`src/rtl/antares_div_pkg.sv`:
```
// Shared types and constants for the EX-stage divider.
// Optional build macro: ANTARES_DIV_ZERO_FAST_EN.
package antares_div_pkg;

    typedef enum logic [1:0] {
        DIV_IDLE = 2'd0,
        DIV_RUN  = 2'd1,
        DIV_DONE = 2'd2
    } div_state_e;

    localparam int          DIV_ITERATIONS    = 32;
    localparam logic [31:0] DIV_ZERO_QUOTIENT = 32'hFFFF_FFFF;

    function automatic logic [31:0] div_neg(input logic [31:0] v);
        return ~v + 32'd1;
    endfunction

endpackage

```
`src/rtl/antares_div_step.sv`:
```
// One restoring-division iteration: shift in a dividend bit,
// subtract the divisor if it fits.
module antares_div_step (
    input  logic [31:0] rem_i,
    input  logic        bit_i,
    input  logic [31:0] dvs_i,
    output logic [31:0] rem_o,
    output logic        q_o
);

    logic [33:0] diff;

    // 34 bits so diff[33] is a clean borrow flag
    assign diff  = {1'b0, rem_i, bit_i} - {2'b00, dvs_i};
    assign q_o   = ~diff[33];
    assign rem_o = q_o ? diff[31:0] : {rem_i[30:0], bit_i};

endmodule

```
`src/rtl/antares_ex_divider.sv`:
```
// Multi-cycle 32-bit DIV/DIVU unit for the EX stage.
// ANTARES_DIV_ZERO_FAST_EN: zero divisor skips the iteration.
module antares_ex_divider
    import antares_div_pkg::*;
(
    input  logic        clk,
    input  logic        rst_n,
    input  logic        op_divs,
    input  logic        op_divu,
    input  logic [31:0] ex_data_rs,
    input  logic [31:0] ex_data_rt,
    input  logic        ex_flush,
    output logic        div_stall,
    output logic        div_done,
    output logic [31:0] div_quotient,
    output logic [31:0] div_remainder
);

    div_state_e  state_q;
    logic [4:0]  cnt_q;
    logic [31:0] dvd_q;
    logic [31:0] dvs_q;
    logic [31:0] rem_q;
    logic        negq_q;
    logic        negr_q;
    logic        dz_q;
    logic [31:0] quo_q;
    logic [31:0] rmd_q;

    logic        req;
    logic        start;
    logic [31:0] rs_mag;
    logic [31:0] rt_mag;
    logic [31:0] step_rem;
    logic        step_q;
    logic [31:0] q_raw;
    logic [31:0] q_fix;
    logic [31:0] r_fix;

    assign req   = op_divs | op_divu;
    assign start = req & ~ex_flush & (state_q == DIV_IDLE);

    assign rs_mag = (op_divs & ex_data_rs[31]) ?
                    div_neg(ex_data_rs) : ex_data_rs;
    assign rt_mag = (op_divs & ex_data_rt[31]) ?
                    div_neg(ex_data_rt) : ex_data_rt;

    antares_div_step u_step (
        .rem_i (rem_q),
        .bit_i (dvd_q[31]),
        .dvs_i (dvs_q),
        .rem_o (step_rem),
        .q_o   (step_q)
    );

    // The dividend register shifts left and fills with quotient bits
    assign q_raw = {dvd_q[30:0], step_q};
    assign q_fix = dz_q   ? DIV_ZERO_QUOTIENT :
                   negq_q ? div_neg(q_raw) : q_raw;
    assign r_fix = negr_q ? div_neg(step_rem) : step_rem;

    always_ff @(posedge clk or negedge rst_n) begin
        if (!rst_n) begin
            state_q <= DIV_IDLE;
            cnt_q   <= 5'd0;
            dvd_q   <= 32'd0;
            dvs_q   <= 32'd0;
            rem_q   <= 32'd0;
            negq_q  <= 1'b0;
            negr_q  <= 1'b0;
            dz_q    <= 1'b0;
            quo_q   <= 32'd0;
            rmd_q   <= 32'd0;
        end else begin
            unique case (state_q)
                DIV_IDLE: begin
                    if (start) begin
                        dvd_q   <= rs_mag;
                        dvs_q   <= rt_mag;
                        rem_q   <= 32'd0;
                        negq_q  <= op_divs &
                                   (ex_data_rs[31] ^ ex_data_rt[31]);
                        negr_q  <= op_divs & ex_data_rs[31];
                        dz_q    <= (ex_data_rt == 32'd0);
                        cnt_q   <= 5'(DIV_ITERATIONS - 1);
`ifdef ANTARES_DIV_ZERO_FAST_EN
                        if (ex_data_rt == 32'd0) begin
                            quo_q   <= DIV_ZERO_QUOTIENT;
                            rmd_q   <= ex_data_rs;
                            state_q <= DIV_DONE;
                        end else begin
                            state_q <= DIV_RUN;
                        end
`else
                        state_q <= DIV_RUN;
`endif
                    end
                end
                DIV_RUN: begin
                    if (ex_flush) begin
                        state_q <= DIV_IDLE;
                    end else begin
                        rem_q <= step_rem;
                        dvd_q <= q_raw;
                        if (cnt_q == 5'd0) begin
                            quo_q   <= q_fix;
                            rmd_q   <= r_fix;
                            state_q <= DIV_DONE;
                        end else begin
                            cnt_q <= cnt_q - 5'd1;
                        end
                    end
                end
                DIV_DONE: begin
                    state_q <= DIV_IDLE;
                end
                default: begin
                    state_q <= DIV_IDLE;
                end
            endcase
        end
    end

    // rst_n gating keeps the handshake quiet while reset is held
    assign div_stall = rst_n & (start | (state_q == DIV_RUN));
    assign div_done  = rst_n & (state_q == DIV_DONE) & ~ex_flush;

    assign div_quotient  = quo_q;
    assign div_remainder = rmd_q;

endmodule
```
`config.mk`:
```
export PLATFORM = sky130hd
export DESIGN_NAME = antares_ex_divider
export DESIGN_NICKNAME = d
export VERILOG_FILES = /design/src/rtl/antares_div_pkg.sv /design/src/rtl/antares_div_step.sv /design/src/rtl/antares_ex_divider.sv
export SDC_FILE = /design/constraint.sdc
export NUM_CORES = 1
export LEC_CHECK = 0
export BUFFER_PORTS_ARGS = -buffer_cell sky130_fd_sc_hd__buf_4
export CORE_ASPECT_RATIO = 1.4
export CORE_MARGIN = 2
export CORE_UTILIZATION = 60
export CTS_CLUSTER_DIAMETER = 50
export CTS_CLUSTER_SIZE = 12
export DETAILED_ROUTE_END_ITERATION = 16
export PLACE_DENSITY = 0.81
export SETUP_SLACK_MARGIN = 0.4
export SLEW_MARGIN = 10
export SYNTH_ARGS = -nofsm -noshare
export SYNTH_HDL_FRONTEND = slang
export SYNTH_SLANG_ARGS = --single-unit
```
`constraint.sdc`:
```
create_clock -name clk -period 5.5 [get_ports clk]
set_input_delay 0.825 -clock clk [delete_from_list [all_inputs] [get_ports clk]]
set_output_delay 0.825 -clock clk [all_outputs]
set_load 0.02 [all_outputs]
```
==> qor.csv, run 1 <==
stage,metric,value,unit
status,outcome,"complete, no violations",
clocking,cts_buffers,17,
global_route,track_usage,34.0,%
sta,finalCritPeriodShare,88.6,%
sta,fin_tns_setup,0,ns
global_route,gr-usage-met1,33.9,%
routing,dr.pass1.iters,7,
sta,worstMarginPinSlew,1.15,ns
critical_path,path_class,flip-flop to flip-flop,
synth,synth_top_area_cell,dfrtp_1,
synth,ys.flop_type,dfrtp_1,
critical_path,path_max_fanout,39,
die,die_w,124,um
clocking,clk_latency,0.45,ns
critical_path,reg2reg_depth,17,
die,die_area,0.0212,sq mm
power,p_leak,0.00613,uW
global_route,grtUsageMet2,60.6,%
power,fin_total_pwr,7550,uW
clocking,postCtsSetupBuffers,0,
sta,fin_crit,4.87,ns
sta,rsz0062_at_grt,no,
die,fp.dieH,172,um
global_route,antenna_found_initial,0,
power,powerDensity,550,mW/mm^2
final_layout,syn_to_final_growth,14.2,%
routing,drc,0,
routing,drt.antenna.violating_nets,0,
critical_path,reg2reg_to,div_quotient[28],
synth,synth_warnings,0,
synth,ys_top_cells_by_area,"dfrtp_1 (35%), o21ai_0 (7.1%), nand2_1 (6.0%), a21oi_1 (5.9%), xnor2_1 (5.2%)",
placed_design,dp_hpwl,26300,um
synth,synthArstFlopShare,100,%
critical_path,r2r_start,rem_q[5],
clocking,holdBufCountCts,0,
die,ios,135,
clocking,cts_buffer_depth,2,
sta,slew_headroom,23.2,%
routing,post_drt_via_cell_ratio,6.16,
critical_path,required,5.82,ns
global_route,grtUsageMet3,6.50,%
final_layout,fin_nets,1705,
hold_path,min_path_type,input port to asynchronous set/reset pin,
die,initial_utilization,60.8,%
clocking,htree_num_levels,4,
synth,synth-edff-count,0,
die,fp-row-count,61,
routing,dr.first_iter.drc_count,790,
clocking,cts_resized,0,
global_route,grt_pass1_vias,11200,
global_route,grt_pass1_wl,55600,um
critical_path,crit_arrival,5.19,ns
sta,fin_skew,0.0149,ns
synth,synth_most_common_cell,nand2_1,
synth,syn_area_per_cell,7.95,sq um
placed_design,dp_cells,1830,
synth,yosysTopAreaCellShare,35.4,%
final_layout,n_fill_cell,1677,
final_layout,fin_cells,1862,
critical_path,worst-r2r-setup-slack,0.63,ns
synth,synthesis.area,0.0120,sq mm
clocking,clkSinkCount,170,
critical_path,worst_path_largest_cell_delay,0.53,ns
critical_path,startpoint_type,flip-flop,
sta,setup_viol,0,
synth,ys_seq_area_share,35.4,%
clocking,cts_root_buffer,clkbuf_16,
routing,wl_per_cell,18.8,um
clocking,clk_pin_slew,0.07,ns
clocking,cts_tree,done,
critical_path,worstSetupEndpointType,flip-flop,
placed_design,portBuffers,134,
global_route,grt_most_used_layer,met2,
sta,fmax,205,MHz
synth,synth.top_cells.by_count,"nand2_1 (192), o21ai_0 (171), dfrtp_1 (170)",
global_route,gr-total-overflow,0,
die,core_area,0.0198,sq mm
global_route,grt_max_degree,98,
synth,ys_seq_elements,170,
final_layout,drive_gt1_share,13.5,%
critical_path,worst_path_max_delay_cell,or4_4,
final_layout,antenna_cells,0,
routing,totalWireLength,35000,um
placed_design,place_congestion,0.929,
power,vdd_drop_max,271,uV
sta,drv_slew,0,
synth,netlist_instances,1512,
sta,hold_viol,0,
routing,vias,11500,
synth,synth.distinct_cells,81,
job,drv_cap,0,
critical_path,path_cells,ha_1 -> a21oi_1 -> o21ai_1 -> nand2b_1 -> a31oi_2 -> or2_1 -> inv_2 -> buf_4 -> ha_1 -> nand2b_1 -> or4_4 -> nand2b_4 -> nand2b_4 -> or4_4 -> o31ai_4 -> xor2_1 -> a21oi_1,
synth,syn_nets,1620,
[worst max-delay path by stage]
stage | start | end | slack [ns] | depth (start not counted)
2_1_floorplan | rem_q[3] | div_quotient[28] | 0.83 | 20
3_3_place_gp | rem_q[3] | div_quotient[28] | 0.83 | 17
3_5_place_dp | rem_q[3] | div_quotient[28] | 0.74 | 17
4_1_cts | rem_q[3] | div_quotient[28] | 0.70 | 17
5_1_grt | rem_q[5] | div_quotient[28] | 0.40 | 17
6_report | rem_q[5] | div_quotient[28] | 0.63 | 17
[metrics by stage]
stage / setup slack [ns] / cell area [sq um] / util [%] / hold slack (ns)
final: 0.626 / 13700 / 69.5 / 0.302
after global routing: 0.404 / 13700 / 69.5 / 0.340
after CTS: 0.702 / 13700 / 69.5 / 0.324
after detailed placement: 0.738 / 13100 / 66.5 / 0.470
after global placement: 0.828 / 13100 / 66.5 / 0.463
after floorplan: 0.825 / 12000 / - / 0.450
[flip-flops by register name, indices dropped and copies added, names as in the netlist]
name           flops
div_quotient      32
div_remainder     32
dvd_q             32
dvs_q             32
rem_q             32
cnt_q              5
state_q            2
dz_q               1
negq_q             1
negr_q             1
[worst max-delay path: cells and delay by family (launching register included)]
family | cells | cell delay (ns)
simple gates | 7 | 2.01
compound gates | 5 | 0.96
xor+xnor | 1 | 0.16
flops | 1 | 0.48
fa+ha+maj | 2 | 0.67
buf+inv | 2 | 0.46
[layout make-up]
| class | instances | area [sq um] | area share, % |
|---|---|---|---|
| Tap cell | 252 | 315 | 2.30 |
| Inverter | 60 | 225 | 1.64 |
| Clock buffer | 18 | 439 | 3.20 |
| Timing Repair Buffer | 150 | 1130 | 8.23 |
| Multi-Input combinational cell | 1198 | 7220 | 52.6 |
| Sequential cell | 170 | 4250 | 31.0 |
| Clock inverter | 14 | 148 | 1.08 |
[cells in the final DEF, fill, tap and decap left out, drive strengths merged, types with 16 or more instances in the layout]
cell type  instances
nand4             16
a31oi             20
or3               22
ha                38
nand2            192
buf              150
o31ai             16
mux2i             18
o21ai            210
xor2              63
nor3              33
dfrtp            170
nor2             128
inv               66
nand3             46
clkbuf            18
nor4              23
xnor2             71
a21oi            142
[power by group]
| group | internal (uW) | leakage (uW) | switching (uW) |
|---|---|---|---|
| Combinational | 1580 | 0.00361 | 2930 |
| Sequential | 1490 | 0.00223 | 331 |
| Clock | 620 | 0.000288 | 598 |
| Total | 3690 | 0.00613 | 3860 |
[cell families after synthesis]
kind of cell / share of synthesized area (%)
flops: 35.4
fa+ha+maj: 4.12
simple gates: 21.0
mux: 1.62
compound gates: 23.2
buf+inv: 4.85
xor+xnor: 9.76
[routing by layer]
metal	wire [um]	vias up	share of wire [%]
met5	0	-	0
met4	3080	0	8.8
met3	1620	169	4.6
met2	18200	390	52
met1	12100	5386	35
li1	-	5529	-
No activity file was read; power rests on OpenSTA's default activity.
==> inputs of run 2 (changes only) <==
--- a/config.mk
+++ b/config.mk
@@ -8,11 +8,11 @@
 export BUFFER_PORTS_ARGS = -buffer_cell sky130_fd_sc_hd__buf_4
 export CORE_ASPECT_RATIO = 1.4
 export CORE_MARGIN = 2
-export CORE_UTILIZATION = 60
+export CORE_UTILIZATION = 30
 export CTS_CLUSTER_DIAMETER = 50
 export CTS_CLUSTER_SIZE = 12
 export DETAILED_ROUTE_END_ITERATION = 16
-export PLACE_DENSITY = 0.81
+export RECOVER_POWER = 100
 export SETUP_SLACK_MARGIN = 0.4
 export SLEW_MARGIN = 10
 export SYNTH_ARGS = -nofsm -noshare
==> constraint.sdc (replaced) <==
create_clock -name clk -period 5.5 [get_ports clk]
set_input_delay 0.55 -clock clk [delete_from_list [all_inputs] [get_ports clk]]
set_output_delay 0.55 -clock clk [all_outputs]
set_load 0.02 [all_outputs]
==> run 2 against run 1 <==
  * The run now ends with max-capacitance violations, max-slew violations left
  * Sequential power about the same
  * Hold slack improved by 0.091 ns
  * Sequential cell count unchanged
  * Sequential share of layout area about the same
  * Die area increased by 97%
  * Register-to-register slack got worse by 0.08 ns
  * Clock power about the same
  * Combinational power about the same
  * Global-route usage decreased by 15 points
  * Critical endpoint unchanged
  * Largest power group unchanged
==> qor.csv, run 2 (synthesized netlist as in run 1, its figures left out) <==
stage,metric,value,unit
status,outcome,finished with violations,
status,violations,"max-capacitance violations, max-slew violations",
critical_path,required,5.82,ns
clocking,clk_latency,0.46,ns
routing,dr.pass1.iters,6,
final_layout,final_common_cell,nand2_1,
global_route,grt_max_degree,97,
critical_path,worst_path_largest_cell_delay,0.54,ns
die,ios,135,
clocking,holdBufCountCts,0,
sta,slew_headroom,-69.5,%
clocking,clkSinkCount,170,
critical_path,startpoint_type,flip-flop,
power,p_seq_share,24.3,%
sta,fin_tns_setup,0,ns
final_layout,syn_to_final_growth,14.2,%
sta,fmax,202,MHz
sta,drv_slew,338,
sta,fin_skew,0.0102,ns
routing,wl_per_cell,18.1,um
critical_path,worstSetupEndpointType,flip-flop,
sta,fin_crit,4.96,ns
sta,setup_viol,0,
clocking,cts_root_buffer,clkbuf_16,
critical_path,crit_arrival,5.27,ns
routing,totalWireLength,38600,um
global_route,track_usage,18.7,%
power,switching_share,51.1,%
global_route,grt_pass1_vias,11200,
die,die_w,173,um
clocking,cts_tree,done,
sta,finalWorstSetupSlack,0.544,ns
critical_path,path_class,flip-flop to flip-flop,
final_layout,post-route-util,34.8,%
power,p_int,3680,uW
routing,post_drt_via_cell_ratio,5.26,
placed_design,dp_hpwl,29500,um
die,initial_utilization,30.5,%
global_route,grt_pass1_wl,61000,um
die,fp.dieH,241,um
die,die_area,0.0417,sq mm
routing,drc,0,
sta,hold_slack,0.393,ns
sta,worstMarginPinSlew,2.54,ns
placed_design,portBuffers,134,
critical_path,path_max_fanout,39,
routing,dr.first_iter.drc_count,556,
sta,finalCritPeriodShare,90.1,%
clocking,htree_num_levels,4,
clocking,postCtsSetupBuffers,0,
power,p_sw,3850,uW
routing,drt.antenna.violating_nets,0,
critical_path,cp_common_cell,nand2b_1,
placed_design,place_congestion,0.912,
critical_path,worst_path_max_delay_cell,or4_4,
job,drv_cap,5,
global_route,gr-total-overflow,0,
power,p_leak,0.00580,uW
power,vdd_drop_max,288,uV
placed_design,pre_cts_slack,0.682,ns
die,fp-row-count,86,
sta,hold_viol,0,
hold_path,min_path_type,input port to flip-flop,
sta,rsz0062_at_grt,no,
clocking,cts_resized,0,
power,clockPowerShare,16.0,%
die,core_area,0.0395,sq mm
clocking,cts_buffers,17,
global_route,antenna_found_initial,0,
final_layout,n_fill_cell,4277,
final_layout,antenna_cells,0,
clocking,cts_buffer_depth,2,
routing,vias,11200,
final_layout,layout_common_cells,"nand2_1 (191), o21ai_0 (185), dfrtp_1 (170)",
final_layout,fin_nets,1704,
critical_path,path_cells,ha_1 -> a21o_1 -> a31o_1 -> o21ai_1 -> a31oi_1 -> or2_1 -> inv_2 -> buf_6 -> ha_1 -> nand2b_1 -> or4_1 -> nand2b_1 -> nand2b_1 -> or4_4 -> o31ai_4 -> xor2_1 -> a21oi_1,
power,p_comb_share,59.7,%
clocking,clk_pin_slew,0.07,ns
power,powerDensity,548,mW/mm^2
final_layout,drive_gt1_share,8.45,%
## run 2: routing by layer
metal	global-route usage [%]	wire length, um	up-vias
met4	11.5	2200	0
met2	35.9	20700	266
met1	19.1	14500	5335
met5	0	0	-
met3	2.66	1160	100
li1	-	-	5545
## run 2: worst paths after layout
path                       slack [ns]              start                 to  depth (start not counted)
max in group asynchronous        1.48              rst_n  div_remainder[11]                          2
min reg2reg                      0.48  div_remainder[11]  div_remainder[11]                          2
min                              0.39      ex_data_rt[1]           dvs_q[1]                          3
max                              0.54           rem_q[3]   div_quotient[28]                         17
max reg2reg                      0.54           rem_q[3]   div_quotient[28]                         17
min in group asynchronous        0.86              rst_n           dvs_q[0]                          1
## run 2: area by class of cell
cell class	instances	area (sq um)	share of cell area, %
inverter	60	225	1.64
sequential	170	4250	31.0
timing repair buffer	149	845	6.15
clock buffer	21	470	3.42
multi-input combinational	1198	7180	52.2
clock inverter	11	105	0.765
tap	528	661	4.81
## run 2: per-stage QoR
stage,instance area [sq um],cells,total power [uW]
after detailed placement,13500,2105,6350
final,13700,2137,7530
after floorplan,12000,1512,5000
after global routing,13700,2137,8100
after CTS,14100,2137,7580
after global placement,13500,2105,6310
## run 2: critical path, delay by kind of cell (launching register included)
family                     cells  cell delay (ns)
buffers and inverters          2             0.40
AOI/OAI and AO/OA              6             1.26
adders and majority gates      2             0.60
xor gates and xnor gates       1             0.16
DFF                            1             0.42
and+or+nand+nor                6             2.00
## run 2: power groups by stage
stage | logic, uW | clock network (uW) | registers, uW
2_1_floorplan | 3280 | 0 | 1720
3_3_place_gp | 4480 | 0 | 1840
4_1_cts | 4520 | 1240 | 1820
3_5_place_dp | 4500 | 0 | 1850
5_1_grt | 4950 | 1290 | 1870
6_report | 4490 | 1210 | 1830
